===== src/rtl/golden_nonce_uart_tx.sv =====
// Queues golden nonces in a small FIFO and sends each one as four 8N1 UART bytes,
// most-significant byte first.
module golden_nonce_uart_tx #(
  parameter int unsigned CLKS_PER_BIT    = 434,
  parameter int unsigned FIFO_DEPTH_LOG2 = 2
) (
  input  logic                       hash_clk,
  input  logic                       reset,
  input  logic                       nonce_valid,
  input  logic [31:0]                golden_nonce,
  output logic                       uart_tx,
  output logic                       busy,
  output logic                       overflow,
  output logic [FIFO_DEPTH_LOG2:0]   fifo_count
);

  localparam int unsigned Depth  = 1 << FIFO_DEPTH_LOG2;
  localparam int unsigned TimerW = $clog2(CLKS_PER_BIT);
  localparam logic [TimerW-1:0] TimerMax = TimerW'(CLKS_PER_BIT - 1);
  localparam logic [FIFO_DEPTH_LOG2:0] CountFull = (FIFO_DEPTH_LOG2 + 1)'(Depth);

  typedef enum logic [1:0] {StIdle, StStart, StData, StStop} state_e;

  state_e                     state_q = StIdle;
  state_e                     state_d;
  logic [TimerW-1:0]          timer_q = '0;
  logic [TimerW-1:0]          timer_d;
  logic [2:0]                 bit_idx_q = '0;
  logic [2:0]                 bit_idx_d;
  logic [1:0]                 byte_idx_q = '0;
  logic [1:0]                 byte_idx_d;
  logic [31:0]                shift_q = '0;
  logic [31:0]                shift_d;
  logic                       tx_q = 1'b1;
  logic                       tx_d;

  logic [31:0]                mem_q [Depth] = '{default: '0};
  logic [FIFO_DEPTH_LOG2-1:0] wr_ptr_q = '0;
  logic [FIFO_DEPTH_LOG2-1:0] rd_ptr_q = '0;
  logic [FIFO_DEPTH_LOG2:0]   count_q = '0;
  logic                       ovf_q = 1'b0;

  logic pop, push, drop, bit_end;

  // A full FIFO still accepts a strobe when the TX side pops on the same edge.
  always_comb begin
    pop     = (state_q == StIdle) && (count_q != '0);
    push    = nonce_valid && ((count_q != CountFull) || pop);
    drop    = nonce_valid && !push;
    bit_end = (timer_q == TimerMax);
  end

  always_comb begin
    state_d    = state_q;
    timer_d    = timer_q;
    bit_idx_d  = bit_idx_q;
    byte_idx_d = byte_idx_q;
    shift_d    = shift_q;
    tx_d       = 1'b1;
    unique case (state_q)
      StIdle: begin
        if (pop) begin
          shift_d    = mem_q[rd_ptr_q];
          byte_idx_d = '0;
          timer_d    = '0;
          state_d    = StStart;
        end
      end
      StStart: begin
        tx_d = 1'b0;
        if (bit_end) begin
          timer_d   = '0;
          bit_idx_d = '0;
          state_d   = StData;
        end else begin
          timer_d = timer_q + 1'b1;
        end
      end
      StData: begin
        // The byte on the line always sits in shift_q[31:24].
        tx_d = shift_q[{2'b11, bit_idx_q}];
        if (bit_end) begin
          timer_d = '0;
          if (bit_idx_q == 3'd7) state_d = StStop;
          else bit_idx_d = bit_idx_q + 1'b1;
        end else begin
          timer_d = timer_q + 1'b1;
        end
      end
      StStop: begin
        if (bit_end) begin
          timer_d = '0;
          if (byte_idx_q == 2'd3) begin
            state_d = StIdle;
          end else begin
            byte_idx_d = byte_idx_q + 1'b1;
            shift_d    = shift_q << 8;
            state_d    = StStart;
          end
        end else begin
          timer_d = timer_q + 1'b1;
        end
      end
      default: state_d = StIdle;
    endcase
  end

  always_ff @(posedge hash_clk) begin
    if (reset) begin
      state_q    <= StIdle;
      timer_q    <= '0;
      bit_idx_q  <= '0;
      byte_idx_q <= '0;
      shift_q    <= '0;
      tx_q       <= 1'b1;
      wr_ptr_q   <= '0;
      rd_ptr_q   <= '0;
      count_q    <= '0;
      ovf_q      <= 1'b0;
    end else begin
      state_q    <= state_d;
      timer_q    <= timer_d;
      bit_idx_q  <= bit_idx_d;
      byte_idx_q <= byte_idx_d;
      shift_q    <= shift_d;
      tx_q       <= tx_d;
      if (push) wr_ptr_q <= wr_ptr_q + 1'b1;
      if (pop)  rd_ptr_q <= rd_ptr_q + 1'b1;
      case ({push, pop})
        2'b10:   count_q <= count_q + 1'b1;
        2'b01:   count_q <= count_q - 1'b1;
        default: count_q <= count_q;
      endcase
      if (drop) ovf_q <= 1'b1;
    end
  end

  always_ff @(posedge hash_clk) begin
    if (push && !reset) mem_q[wr_ptr_q] <= golden_nonce;
  end

  assign uart_tx    = tx_q;
  assign busy       = (state_q != StIdle) || (count_q != '0);
  assign overflow   = ovf_q;
  assign fifo_count = count_q;

endmodule


===== config.mk =====
export PLATFORM = sky130hd
export DESIGN_NAME = golden_nonce_uart_tx
export DESIGN_NICKNAME = d
export VERILOG_FILES = /design/src/rtl/golden_nonce_uart_tx.sv
export SDC_FILE = /design/constraint.sdc
export NUM_CORES = 1
export LEC_CHECK = 0
export ABC_CLOCK_PERIOD_IN_PS = 3400
export BUFFER_PORTS_ARGS = -buffer_cell sky130_fd_sc_hd__buf_2
export CORE_MARGIN = 3
export CORE_UTILIZATION = 40
export CTS_BUF_LIST = sky130_fd_sc_hd__clkbuf_4 sky130_fd_sc_hd__clkbuf_8 sky130_fd_sc_hd__clkbuf_16
export DETAILED_ROUTE_END_ITERATION = 12
export PLACE_DENSITY = 0.53
export SYNTH_ARGS = -nofsm -noshare
export SYNTH_HDL_FRONTEND = slang
export SYNTH_SLANG_ARGS = --single-unit

===== constraint.sdc =====
create_clock -name hash_clk -period 3.4 [get_ports hash_clk]
set_clock_uncertainty 0.15 [all_clocks]
set_input_delay 0.68 -clock hash_clk [delete_from_list [all_inputs] [get_ports hash_clk]]
set_output_delay 0.68 -clock hash_clk [all_outputs]
set_load 0.1 [all_outputs]

==> results.md <==
- Later-pin clock latency in the skew report: 430 ps
- Worst Setup End Kind: output port
- Remaining DRCs: 0
- Initial antenna violation count: 0
- Ys async rst share: 0%
- Cells after Synth: 473
- Total grt overflow: 0
- Max frequency: 0.334 GHz
- Post-synth top cells: 128 x edfxtp_1, 59 x dfxtp_1, 48 x nor2_1, 34 x mux4_2, 28 x mux2i_1
- Crit Path Max Fanout: 10
- Final std cells w/o fill: 762
- Critical path data arrival time: 2160 ps
- Most used DFF post-synth: edfxtp_1
- Dpl cells: 730
- Post_cts resized: 0
- Routing usage on met1: 18.2%
- DP HPWL: 8.81 mm
- LEAKAGE: 0.00295 µW
- Worst Setup Start Kind: flip-flop
- Area Growth Syn to Fin: 14.2%
- Wirelength per Cell: 18.9 µm
- Inserted Clock Buffers: 17
- Vias in the first global route: 4299
- Worst-path clk slew: 70 ps
- Buffers on Ports: 40
- Slowest library cell on the worst path: buf_2
- Max-slew headroom: 55.0%
- Vias: 4081
- Unique masters post-synth: 47
- Crit path cell chain: inv_1 > ha_1 > nor4b_4 > buf_4 > inv_4 > buf_2
- Reg2reg setup slack: 790 ps
- Final Wtd Congestion: 0.764
- Post-DR vias/cell: 5.36
- Cell with the most instances after synthesis: edfxtp_1
- Yosys Warn Count: 0
- Hold Crit Endpoint: mem_q[3][4]
- Row count: 49
- GR peak layer: met2
- Final Net Count: 570
- Worst path max stage delay: 450 ps
- H-tree depth: 4
- Wirelength, routed: 14.4 mm
- Worst reg-to-reg path cell count: 9
- Initial Util: 41.6%
- Core ar.: 0.0184 mm²
- Pwr Density: 834 mW/mm²
- Final ANT Viol Nets: 0
- Min cycle time layout: 2990 ps
- Number of setup buffers added after CTS: 0
- Final setup TNS: 0 ps
- Post-synth EDFFs: 128
- Pins Over Slew Limit: 0
- Synth top area cells: edfxtp_1 50%, dfxtp_1 15%, mux4_2 10%
- WS Path Type: flip-flop to output port
- Status: completed
- Final setup violation count: 0
- Post-route cell area: 0.00875 mm²
- Net Count, Synth: 523
- Tcrit/Tclk final: 88.0%
- Mapped cell area: 0.00766 mm²
- RR Endpoint: shift_q[12]
- Crit path required time: 2570 ps
- Worst hold stages: 1
- Clk sinks: 187
- DIE AREA: 0.0208 mm²
- Fin. Hold Viols: 0
- CTS root buf: clkbuf_16
- Die X: 144 µm
- Placed cell areas: 0.00814 mm²
- Io pins: 41
- Yosys reg bits: 187
- Global routing usage on met3: 3.80%
- CTS tree: done
- Iteration-0 DRC Markers: 290
- Worst r2r src: state_q[0]
- HP Class: primary input to flip-flop
- Sequential cell area fraction in the yosys report: 65.6%
- Max-cap violation count: 0
- Layout cells sized above 1: 28.1%
- Min-delay src: golden_nonce[4]
- Longest Clk Path Bufs: 2
- Worst slew pin tran: 674 ps
- Grt met2 use: 24.8%
- Largest net degree at the start of global routing: 52
- VDD IR-drop max: 0.370 mV
- RSZ-0062 raised after global routing: false
- Die height: 144 µm
- Synthesized area per cell: 16.2 µm²
- First-pass GRT wire length: 22.9 mm
- Diode count: 0
- GRT Total Usage: 14.7%
- Drt pass-1 iters: 4
- Hold_buf cts: 0
- Area leader, netlist: edfxtp_1
- Synth top area share: 50.2%
[flip-flops by register name, summed over array words and instances (netlist names), named ones only]
signal	cells
timer_q	9
byte_idx_q	2
wr_ptr_q	2
mem_q	128
bit_idx_q	3
overflow	1
state_q	2
uart_tx	1
fifo_count	3
rd_ptr_q	2
shift_q	32
[cell families after synthesis]
kind of cell | after synthesis | synth area share [%]
xor gates and xnor gates | 10 | 1.14
DFF | 187 | 65.6
adders and majority gates | 15 | 2.55
and+or+nand+nor | 110 | 7.87
muxes | 66 | 14.2
AOI/OAI and AO/OA | 50 | 6.53
buffers and inverters | 35 | 2.06
[power by group]
part | switching, µW | internal (µW)
Combinational | 1410 | 926
Sequential | 174 | 2750
Clock | 914 | 1130
Total | 2500 | 4800
[worst max-delay path by stage]
stage	startpoint	to	slack, ps	cells past startpoint
floorplan	fifo_count[0]	mem_q[0][0]	410	4
global placement	state_q[0]	mem_q[2][28]	890	7
detailed placement	state_q[0]	shift_q[12]	810	9
CTS	state_q[0]	busy	390	6
global route	state_q[1]	busy	300	6
finish	state_q[1]	busy	410	6
[final cells by class]
class                   instances  area (µm²)
clock buffers                  17         425
multi-input cells             251        2480
clock inverters                15         189
inverters                      10        40.0
fillers                      1591        9640
repair buffers                 53         298
flip-flops and latches        187        5030
well taps                     229         287
[worst max-delay path, delay by kind of cell (launching register included)]
kind | cells | cell delay (ps)
adder cells (fa/ha/maj) | 1 | 300
buffers and inverters | 4 | 880
flip-flops | 1 | 410
AND/OR/NAND/NOR | 1 | 170
[placed cells by master, fill, tap and decap left out, types with 6 or more instances in the layout]
master and count:
edfxtp_1 128, mux2i_1 28, a21oi_1 13, buf_2 40, nor2_1 48, dfxtp_1 58, a221oi_2 19, clkbuf_16 17
inv_1 9, ha_1 13, nand3_1 11, a221oi_1 6, and2_1 6, xnor2_1 7, mux4_2 34, buf_4 13
nand2_1 9, nand3b_1 9
[per-stage QoR]
stage | hold slack, ps | setup WS, ps | util, % | total power (µW)
global route | 293 | 304 | 47.6 | 7710
finish | 309 | 407 | 47.6 | 7300
detailed placement | 307 | 810 | 44.2 | 5340
floorplan | 297 | 413 | - | 4830
global placement | 306 | 886 | 44.2 | 5300
CTS | 285 | 394 | 47.6 | 7400
[layer usage]
metal	up-vias	routed length, µm	part of all wire [%]
met2	56	7300	51
met3	20	418	2.9
li1	1941	-	-
met1	2064	6380	44
met4	0	333	2.3
met5	-	0	0
Note: power is estimated with default switching activity, not from simulation.
